`config.mk`:
```
export PLATFORM = sky130hd
export DESIGN_NAME = period_meter
export DESIGN_NICKNAME = d
export VERILOG_FILES = /design/src/rtl/period_meter.sv
export SDC_FILE = /design/constraint.sdc
export NUM_CORES = 1
export LEC_CHECK = 0
export ABC_AREA = 1
export BUFFER_PORTS_ARGS = -buffer_cell sky130_fd_sc_hd__buf_2
export CORE_UTILIZATION = 35
export CTS_CLUSTER_SIZE = 28
export DETAILED_ROUTE_END_ITERATION = 10
export PLACE_DENSITY = 0.61
export RECOVER_POWER = 100
export SLEW_MARGIN = 20
export SYNTH_ARGS = -nofsm -noshare
export SYNTH_HDL_FRONTEND = slang
export SYNTH_SLANG_ARGS = --single-unit
export TNS_END_PERCENT = 5
```
`constraint.sdc`:
```
create_clock -name clk -period 1.52 [get_ports clk]
set_input_delay 0 -clock clk [delete_from_list [all_inputs] [get_ports clk]]
set_output_delay 0 -clock clk [all_outputs]
set_load 0.1 [all_outputs]
```
`src/rtl/period_meter.sv`:
```
// ---------------------------------------------------------------------------
// period_meter
//
// Measures the spacing, in clk cycles, between rising edges of pulse_in.
// Each rising edge closes one measurement. The first edge after reset or
// timeout only arms the counter. Results go out on a valid/ready port.
// Overwriting an unconsumed result raises overrun. A gap longer than
// MAX_PERIOD raises timeout and drops lock.
//
// Parameters:
//   MAX_PERIOD  longest measurable period in clk cycles (>= 2)
//   N           counter/result width, $clog2(MAX_PERIOD+1)
//
// Ports:
//   clk       system clock
//   rst       synchronous active-high reset
//   pulse_in  pulse train to measure; only rising edges count
//   period    last measured period (registered)
//   valid     period holds an unconsumed measurement
//   ready     consumer accepts period when valid && ready
//   overrun   one-cycle pulse: an unconsumed measurement was overwritten
//   timeout   one-cycle pulse: no edge within MAX_PERIOD cycles
//   locked    at least one measurement since the last reset or timeout
//
// Build option:
//   PERIOD_METER_SYNC_EN  when defined, pulse_in passes through a two-flop
//                         synchronizer first (adds 2 cycles of latency,
//                         measured periods unchanged). When undefined,
//                         pulse_in must be synchronous to clk.
// ---------------------------------------------------------------------------
module period_meter #(
    parameter int MAX_PERIOD = 12_000_000,
    localparam int N = $clog2(MAX_PERIOD + 1)
) (
    input  logic         clk,
    input  logic         rst,
    input  logic         pulse_in,
    output logic [N-1:0] period,
    output logic         valid,
    input  logic         ready,
    output logic         overrun,
    output logic         timeout,
    output logic         locked
);

    localparam logic [N-1:0] MAX_CNT = N'(MAX_PERIOD);

    typedef enum logic {
        IDLE    = 1'b0,
        MEASURE = 1'b1
    } state_t;

    state_t       state, state_nxt;
    logic [N-1:0] cnt, cnt_nxt;
    logic [N-1:0] period_nxt;
    logic         valid_nxt;
    logic         overrun_nxt;
    logic         timeout_nxt;
    logic         locked_nxt;
    logic         load;

    logic         s;
    logic         s_prev;
    logic         edge_det;

`ifdef PERIOD_METER_SYNC_EN
    logic         sync_p0;
    logic         sync_p1;

    // Stage p0 -> p1: two-flop synchronizer. Both flops reset high so that
    // an input already high at reset release is not taken as an edge.
    always_ff @(posedge clk) begin
        if (rst) begin
            sync_p0 <= 1'b1;
            sync_p1 <= 1'b1;
        end else begin
            sync_p0 <= pulse_in;
            sync_p1 <= sync_p0;
        end
    end

    assign s = sync_p1;
`else
    assign s = pulse_in;
`endif

    // prev resets high: a level already high at reset release is not an edge.
    always_ff @(posedge clk) begin
        if (rst) begin
            s_prev <= 1'b1;
        end else begin
            s_prev <= s;
        end
    end

    assign edge_det = s & ~s_prev;

    always_ff @(posedge clk) begin
        if (rst) begin
            state   <= IDLE;
            cnt     <= '0;
            period  <= '0;
            valid   <= 1'b0;
            overrun <= 1'b0;
            timeout <= 1'b0;
            locked  <= 1'b0;
        end else begin
            state   <= state_nxt;
            cnt     <= cnt_nxt;
            period  <= period_nxt;
            valid   <= valid_nxt;
            overrun <= overrun_nxt;
            timeout <= timeout_nxt;
            locked  <= locked_nxt;
        end
    end

    always_comb begin
        state_nxt   = state;
        cnt_nxt     = cnt;
        load        = 1'b0;
        timeout_nxt = 1'b0;

        unique case (state)
            IDLE: begin
                if (edge_det) begin
                    // First edge only arms; counting starts at 1 so that a
                    // tick every P cycles later reads exactly P.
                    cnt_nxt   = N'(1);
                    state_nxt = MEASURE;
                end else begin
                    cnt_nxt = '0;
                end
            end
            MEASURE: begin
                // An edge at cnt == MAX_CNT is still a valid measurement,
                // so the edge test takes priority over the timeout test.
                if (edge_det) begin
                    load    = 1'b1;
                    cnt_nxt = N'(1);
                end else if (cnt == MAX_CNT) begin
                    timeout_nxt = 1'b1;
                    cnt_nxt     = '0;
                    state_nxt   = IDLE;
                end else begin
                    cnt_nxt = cnt + N'(1);
                end
            end
            default: begin
                state_nxt = IDLE;
                cnt_nxt   = '0;
            end
        endcase

        period_nxt = load ? cnt : period;

        // A load wins over a same-cycle accept: the old value is consumed
        // and the new one is presented, so valid stays high.
        if (load) begin
            valid_nxt = 1'b1;
        end else if (valid && ready) begin
            valid_nxt = 1'b0;
        end else begin
            valid_nxt = valid;
        end

        overrun_nxt = load & valid & ~ready;

        if (load) begin
            locked_nxt = 1'b1;
        end else if (timeout_nxt) begin
            locked_nxt = 1'b0;
        end else begin
            locked_nxt = locked;
        end
    end

endmodule
```
==> metrics.csv, run 1 <==
stage,metric,value,unit
drt,avgRoutedWirePerCell,11.63,um
synth,synth.area.mux_share,0,
timing,max_slew_margin,0.6396,
power_and_ir_drop,finalPower,0.002292,W
critical_path,critPathKind,reg2reg,
clock_tree,clkLatencyLatePin,300,ps
critical_path,cp_max_fo,23,
place,gp_congestion,0.9116,
synth,seq_area_frac_synth,0.4562,
place,port_buffers,31,
timing,final-max-slew-violation-count,0,
place,placed_area,2663,um^2
drt,drcViolationCount,9,
run,drv_cap,0,
timing,fin_skew,10.07,ps
outcome,status,finished with violations,
global_routing,grt_pass1_vias,1937,
synth,synthSimpleGateAreaFrac,0.3559,
critical_path,arrival,1570,ps
final_layout,fin_area,2785,um^2
place,place_ws,96.29,ps
die,die_w,84.29,um
global_routing,grt.overflow.total,0,
final_layout,n_antenna_cell,0,
final_layout,layout-drive-gt1-share,0.1833,
die,start_util,0.3669,
drt,first_pass_iters,7,
timing,finalCritPeriodShare,0.9036,
synth,synth_compound_area_frac,0.08923,
global_routing,grt_first_pass_wirelength,8776,um
timing,period_minus_slack,1373,ps
timing,tightest_slew,542.9,ps
drt,via_per_inst,4.654,
power_and_ir_drop,p_per_area,823.0,nW/um^2
final_layout,final_common_cell,nand2_1,
power_and_ir_drop,leakage,0.9896,nW
synth,synth-seq-cells,54,
global_routing,grt_max_degree,30,
synth,synth_nets,335,
synth,syn-cell-area,2370,um^2
final_layout,final_core_util,0.4312,
drt,vias,2085,
synth,yosysWarnings,0,
clock_tree,path_clk_slew,100,ps
die,design.core.area,6459,um^2
clock_tree,clk_path_buf_depth,2,
die,io_pins,32,
clock_tree,htree_levels,2,
synth,avgSynthCellArea,7.203,um^2
final_layout,area_delta_synth_final,17.53,%
power_and_ir_drop,ir_drop,0.0003586,V
clock_tree,root_buffer,clkbuf_8,
drt,routed_wl,5210,um
critical_path,endpoint_kind,register,
synth,synth.distinct_cells,26,
critical_path,startpoint_type,register,
timing,setup_tns,0,ps
clock_tree,cts_tree,done,
clock_tree,cts.sinks,54,
final_layout,layout_common_cells,"nand2_1 (83), nor2_1 (56), dfxtp_1 (51)",
clock_tree,numCtsBuffers,5,
synth,synth_top_family_by_area,simple AND/OR/NAND/NOR gates,
timing,layout_setup_ws,146.6,ps
global_routing,grt_antenna_before_repair,0,
timing,fmax,0.7281,GHz
die,fp-row-count,29,
timing,rsz0062_at_grt,false,
die,die_h,84.29,um
synth,synth_cells,329,
timing,hold_violations,0,
critical_path,required,1710,ps
global_routing,grt_usage,0.1538,
final_layout,final_nets,376,
synth,synth-xor-area-share,0.02587,
worst_hold_path,worstHoldPathType,in2reg,
drt,drt_iter0_drc,117,
synth,synth_fa_ha_area_frac,0.01056,
place,dp_hpwl,3836,um
drt,ant_nets,0,
outcome,violations,DRC,
die,dieArea,7104,um^2
timing,setup_viol,0,
-- logic make-up after synthesis --
family	after synthesis
AND/OR/NAND/NOR	193
buffers and inverters	35
XOR/XNOR	7
adder cells (fa/ha/maj)	2
AO/OA/AOI/OAI	38
flip-flops	54
-- synth_stat cells (all sizes together) --
library cell,number,share of area
nand2,86,0.14
nor2,62,0.11
dfxtp,54,0.46
nand3,34,0.078
a21oi,30,0.065
inv,23,0.036
buf,7,0.018
o21bai,6,0.019
clkbuf,5,0.0079
nor3,4,0.011
or2,4,0.011
xnor2,4,0.015
xor2,3,0.011
ha,2,0.011
nand4,2,0.0053
nand3b,1,0.0032
o21ai,1,0.0021
o31ai,1,0.0032
-- registers in the layout, indices dropped and copies added (netlist names) --
signal   cells
cnt         24
locked       1
overrun      1
period      24
s_prev       1
state        1
timeout      1
valid        1
-- where the power goes --
| part | switching, W | total (W) | internal, W | leakage, nW |
|---|---|---|---|---|
| clock network | 0.000464 | 0.000791 | 0.000326 | 0.0452 |
| registers | 0.00000473 | 0.00142 | 0.00142 | 0.437 |
| logic | 0.0000539 | 0.0000776 | 0.0000237 | 0.508 |
-- area by class of cell --
type	count	area, um^2
Clock buffer	6	72.57
Clock inverter	2	13.76
Fill cell	691	3674
Inverter	23	86.33
Multi-Input combinational cell	240	1146
Sequential cell	54	1085
Tap cell	77	96.34
Timing Repair Buffer	46	285.3
-- worst max-delay path, stage by stage (launching register included) --
cell,delay (ps)
dfxtp_2,350
inv_1,80
ha_1,140
nand3_1,70
nor2_1,140
nand3_1,140
nand2_2,110
buf_12,170
nor2_1,60
-- what timing repair did --
action	in CTS	in global routing
gates resized for setup	0	5
setup buffers	0	1
setup endpoints to repair	0	23
endpoints found under the hold margin	3	0
hold buffers	2	0
-- path summary, 6_finish.rpt --
kind / start / cells past startpoint / end / slack, ps
max reg2reg: cnt[0] / 8 / cnt[18] / 150
min reg2reg: period[20] / 2 / period[20] / 470
max: cnt[0] / 8 / cnt[18] / 150
min: rst / 2 / timeout / 140
-- through the flow --
step / cells / hold WS, ps
2_1_floorplan: 329 / 127.9
3_3_place_gp: 437 / 216.9
3_5_place_dp: 437 / 222.4
4_1_cts: 447 / 126.0
5_1_grt: 448 / 172.0
6_report: 448 / 137.4
-- layer usage --
metal / share of wire / wire [um] / up-vias / track usage
met5: 0 / 0 / - / 0
li1: - / - / 1130 / -
met2: 0.44 / 2300 / 36 / 0.2496
met1: 0.50 / 2629 / 910 / 0.2006
met4: 0.024 / 127 / 0 / 0.06426
met3: 0.029 / 152 / 9 / 0.02950
(Power assumes the default switching activity.)
==> run 2: changes to the inputs <==
--- a/config.mk
+++ b/config.mk
@@ -10,9 +10,9 @@
 export CORE_UTILIZATION = 35
 export CTS_CLUSTER_SIZE = 28
 export DETAILED_ROUTE_END_ITERATION = 10
-export PLACE_DENSITY = 0.61
+export PLACE_DENSITY = 0.55
 export RECOVER_POWER = 100
-export SLEW_MARGIN = 20
+export SLEW_MARGIN = 10
 export SYNTH_ARGS = -nofsm -noshare
 export SYNTH_HDL_FRONTEND = slang
 export SYNTH_SLANG_ARGS = --single-unit
==> metrics.csv, run 2 (synthesis gave the netlist of run 1 again) <==
stage,metric,value,unit,change
outcome,violations,DRC,,
final_layout,area_delta_synth_final,18.53,%,
final_layout,final_core_util,0.4349,,+0.003681
timing,fin_skew,8.431,ps,-1.637 ps
critical_path,endpoint_kind,register,,
worst_hold_path,worstHoldPathType,in2reg,,
die,design.core.area,6459,um^2,unchanged
power_and_ir_drop,p_per_area,894.6,nW/um^2,+8.7%
critical_path,required,1770,ps,+60 ps
final_layout,final_nets,375,,-0.27%
clock_tree,path_clk_slew,100,ps,about the same
drt,avgRoutedWirePerCell,11.94,um,+2.7%
global_routing,grt_antenna_before_repair,0,,unchanged
die,die_w,84.29,um,unchanged
timing,period_minus_slack,1383,ps,+9.214 ps
outcome,status,finished with violations,,
timing,tightest_slew,544.3,ps,+1.403 ps
timing,max_slew_margin,0.6387,,-0.0009320
global_routing,grt_max_degree,30,,unchanged
global_routing,grt_pass1_vias,1832,,-5.4%
power_and_ir_drop,finalPower,0.002513,W,+9.6%
clock_tree,root_buffer,clkbuf_8,,
global_routing,grt.overflow.total,0,,unchanged
place,gp_congestion,0.8572,,-6.0%
die,io_pins,32,,unchanged
critical_path,cp_max_fo,6,,-74%
critical_path,r2r_cells,6,,-2
die,fp-row-count,29,,unchanged
drt,drcViolationCount,6,,-3
timing,final-max-slew-violation-count,0,,unchanged
power_and_ir_drop,ir_drop,0.0005228,V,+46%
worst_hold_path,worstHoldPathCells,2,,unchanged
die,start_util,0.3669,,unchanged
final_layout,n_antenna_cell,0,,unchanged
die,die_h,84.29,um,unchanged
timing,rsz0062_at_grt,true,,
drt,routed_wl,5339,um,+2.5%
place,dp_cells,437,,unchanged
run,drv_cap,0,,unchanged
global_routing,grt_usage,0.1559,,+0.002125
timing,fmax,0.7233,GHz,-0.67%
final_layout,layout_common_cells,"nand2_1 (84), nor2_1 (57), dfxtp_1 (51)",,
critical_path,critPathKind,reg2reg,,
final_layout,largestRegisters,"cnt (24), period (24)",,
clock_tree,htree_levels,2,,unchanged
place,port_buffers,31,,unchanged
place,dp_hpwl,3971,um,+3.5%
clock_tree,numCtsBuffers,5,,unchanged
final_layout,stdcell_count,447,,-0.22%
place,placed_area,2663,um^2,unchanged
clock_tree,clk_path_buf_depth,2,,unchanged
critical_path,startpoint_type,register,,
power_and_ir_drop,leakage,0.9943,nW,+0.47%
die,dieArea,7104,um^2,unchanged
drt,vias,2081,,-0.19%
final_layout,final_common_cell,nand2_1,,
drt,drt_iter0_drc,74,,-37%
timing,finalCritPeriodShare,0.9096,,+0.006062
final_layout,fin_area,2809,um^2,+0.85%
clock_tree,cts.sinks,54,,unchanged
drt,first_pass_iters,7,,unchanged
drt,ant_nets,0,,unchanged
drt,via_per_inst,4.655,,about the same
global_routing,grt_first_pass_wirelength,8742,um,-0.39%
clock_tree,cts_tree,done,,
clock_tree,clkLatencyLatePin,310,ps,about the same
timing,hold_violations,0,,unchanged
critical_path,arrival,1630,ps,+60 ps
final_layout,layout-drive-gt1-share,0.1811,,-0.002207
timing,setup_tns,0,ps,unchanged
timing,setup_viol,0,,unchanged
clock_tree,postCtsSetupRepairBufs,0,,unchanged
## run 2: cell type report
class / count / area [um^2]
fillers: 678 / 3650
multi-input cells: 240 / 1146
flip-flops and latches: 54 / 1085
repair buffers: 45 / 277.8
well taps: 77 / 96.34
inverters: 23 / 86.33
clock buffers: 5 / 68.82
clock inverters: 3 / 48.80
## run 2: path summary, 6_finish.rpt
check | startpoint | to | slack (ps)
max | cnt[0] | cnt[12] | 140
max reg2reg | cnt[0] | cnt[12] | 140
min reg2reg | period[15] | period[15] | 460
min | rst | timeout | 140
## run 2: power breakdown
part / switching (W) / leakage, nW / internal, W / total [W]
combinational: 0.0000530 / 0.501 / 0.0000237 / 0.0000767
clock: 0.000510 / 0.0563 / 0.000503 / 0.00101
sequential: 0.00000485 / 0.437 / 0.00142 / 0.00142
## run 2: metrics by stage
step	hold WS (ps)	setup slack, ps
after floorplan	127.9	242.2
after global placement	216.9	121.9
after detailed placement	220.2	117.6
after CTS	133.3	77.91
after global routing	153.2	-29.35
final	135.6	137.4
## run 2: timing repair
action | 4_1_cts | 5_1_grt
gates resized for setup | 0 | 4
setup endpoints to repair | 0 | 23
hold buffers | 2 | 0
endpoints found under the hold margin | 3 | 0
## run 2: layer usage
metal	GRT usage	vias up	routed length (um)
met4	0.04702	0	62
met1	0.2135	916	2728
li1	-	1126	-
met2	0.2489	34	2373
met3	0.03048	5	175
met5	0	-	0
## run 2: critical path, stage by stage (launching register included)
cell and delay, ps:
dfxtp_2 370, ha_1 170, nand2_1 130, nor2_4 170, nand3_2 150, or2_0 230, a21oi_1 110
==> run 3: changes to the inputs <==
--- a/config.mk
+++ b/config.mk
@@ -10,6 +10,7 @@
 export CORE_UTILIZATION = 35
 export CTS_CLUSTER_SIZE = 28
 export DETAILED_ROUTE_END_ITERATION = 10
+export GPL_TIMING_DRIVEN = 0
 export PLACE_DENSITY = 0.55
 export RECOVER_POWER = 100
 export SLEW_MARGIN = 10
==> metrics.csv, run 3 (synthesis gave the netlist of run 1 again) <==
stage,metric,value,unit,change
outcome,status,finished with violations,,
outcome,violations,DRC,,
timing,fin_skew,9.992,ps,+1.561 ps
global_routing,grt_pass1_vias,1898,,+3.6%
critical_path,r2r-start,cnt[9],,
final_layout,largestRegisters,"cnt (24), period (24)",,
final_layout,final_core_util,0.4324,,-0.002518
final_layout,final_nets,378,,+0.80%
drt,avgRoutedWirePerCell,12.23,um,+2.4%
die,die_h,84.29,um,unchanged
critical_path,required,1720,ps,-50 ps
place,port_buffers,31,,unchanged
timing,max_slew_margin,0.6365,,-0.002134
timing,setup_tns,0,ps,unchanged
timing,fmax,0.6953,GHz,-3.9%
final_layout,layout_common_cells,"nand2_1 (83), nor2_1 (55), dfxtp_1 (49)",,
final_layout,fillers,692,,+2.1%
clock_tree,htree_levels,2,,unchanged
critical_path,arrival,1630,ps,about the same
timing,period_minus_slack,1438,ps,+55.67 ps
power_and_ir_drop,leakage,0.9630,nW,-3.1%
clock_tree,numCtsBuffers,5,,unchanged
place,placed_area,2621,um^2,-1.6%
final_layout,fin_area,2793,um^2,-0.58%
place,gp_congestion,0.8227,,-4.0%
drt,ant_nets,0,,unchanged
place,dp_cells,437,,unchanged
clock_tree,clkLatencyLatePin,300,ps,about the same
critical_path,endpoint_kind,register,,
worst_hold_path,worstHoldPathCells,4,,+2
timing,tightest_slew,547.5,ps,+3.215 ps
power_and_ir_drop,ir_drop,0.0003418,V,-35%
die,dieArea,7104,um^2,unchanged
final_layout,layout-drive-gt1-share,0.1855,,+0.004403
drt,routed_wl,5491,um,+2.8%
worst_hold_path,worstHoldPathType,in2reg,,
timing,setup_viol,0,,unchanged
final_layout,area_delta_synth_final,17.85,%,
global_routing,grt_usage,0.1616,,+0.005757
final_layout,n_antenna_cell,0,,unchanged
drt,first_pass_iters,7,,unchanged
die,die_w,84.29,um,unchanged
timing,hold_violations,0,,unchanged
timing,final-max-slew-violation-count,0,,unchanged
die,io_pins,32,,unchanged
critical_path,r2r_cells,8,,+2
critical_path,startpoint,cnt[9],,
final_layout,final_common_cell,nand2_1,,
global_routing,grt_max_degree,16,,-47%
timing,hold_slack,76.32,ps,-59.24 ps
timing,finalCritPeriodShare,0.9463,,+0.03662
global_routing,grt.overflow.total,0,,unchanged
drt,drcViolationCount,6,,unchanged
die,design.core.area,6459,um^2,unchanged
clock_tree,root_buffer,clkbuf_8,,
global_routing,grt_antenna_before_repair,0,,unchanged
die,fp-row-count,29,,unchanged
place,dp_hpwl,4003,um,+0.82%
critical_path,critPathKind,reg2reg,,
critical_path,cp_max_fo,10,,+4
drt,drt_iter0_drc,93,,+26%
clock_tree,path_clk_slew,90,ps,about the same
critical_path,startpoint_type,register,,
drt,vias,2067,,-0.67%
clock_tree,cts_tree,done,,
run,drv_cap,0,,unchanged
power_and_ir_drop,p_per_area,816.1,nW/um^2,-8.8%
clock_tree,cts.sinks,54,,unchanged
worst_hold_path,hp-start,rst,,
clock_tree,clk_path_buf_depth,2,,unchanged
die,start_util,0.3669,,unchanged
final_layout,stdcell_count,449,,+0.45%
drt,via_per_inst,4.604,,-1.1%
global_routing,grt_first_pass_wirelength,9108,um,+4.2%
-- run 3: cell count changes in the layout (fill, tap and decap cells not counted), moves of 2 or more --
| cell | delta |
|---|---|
| buf_2 | +4 |
| buf_6 | +2 |
| clkbuf_1 | +6 |
| buf_4 | -8 |
| dfxtp_2 | +2 |
| nor2_1 | -2 |
| dfxtp_1 | -2 |
-- run 3: final timing paths --
| check | slack [ps] | to |
|---|---|---|
| worst max-delay path | 80 | cnt[17] |
| worst min-delay path | 80 | cnt[14] |
| worst max register to register | 80 | cnt[17] |
| worst min register to register | 470 | period[13] |
-- run 3: timing repair --
item	in CTS	in global routing
endpoints found under the setup margin	20	21
gates cloned	0	1
setup buffers	0	2
resized for setup	1	17
hold buffers	2	0
pin swaps	0	4
endpoints found under the hold margin	3	0
-- run 3: area by class of cell --
cell class                 count  area [um^2]  area share
clock inverter                 1        7.507    0.002688
timing repair buffer          36        201.4     0.07213
clock buffer                   6        72.57     0.02599
multi-input combinational    240         1169      0.4185
inverter                      23        86.33     0.03091
sequential                    54         1087      0.3893
buffer                        12        72.57     0.02599
tap                           77        96.34     0.03450
-- run 3: through the flow --
step | setup slack, ps | total power [W]
floorplan | 242.2 | 0.001511
global placement | -21.94 | 0.001533
detailed placement | -19.17 | 0.001534
CTS | 0.5609 | 0.002303
global route | -27.65 | 0.002365
finish | 81.69 | 0.002279
-- run 3: metal layers --
metal | up-vias | routed length (um) | GRT usage
li1 | 1130 | - | -
met1 | 905 | 2887 | 0.2235
met2 | 28 | 2425 | 0.2593
met3 | 4 | 139 | 0.03048
met4 | 0 | 38 | 0.04232
met5 | - | 0 | 0
-- run 3: critical path, cell delays in order (launching register included) --
cell and delay [ps]:
dfxtp_2 390, nand2_1 120, inv_1 70, nand2_1 50, nor2_1 210, nand3_2 140
nand2_4 160, buf_8 150, nor2_1 50
-- run 3: power breakdown --
part / leakage [nW] / internal (W) / total (W) / switching (W)
clock: 0.0373 / 0.000317 / 0.000768 / 0.000451
sequential: 0.438 / 0.00142 / 0.00142 / 0.00000377
combinational: 0.488 / 0.0000277 / 0.0000883 / 0.0000606
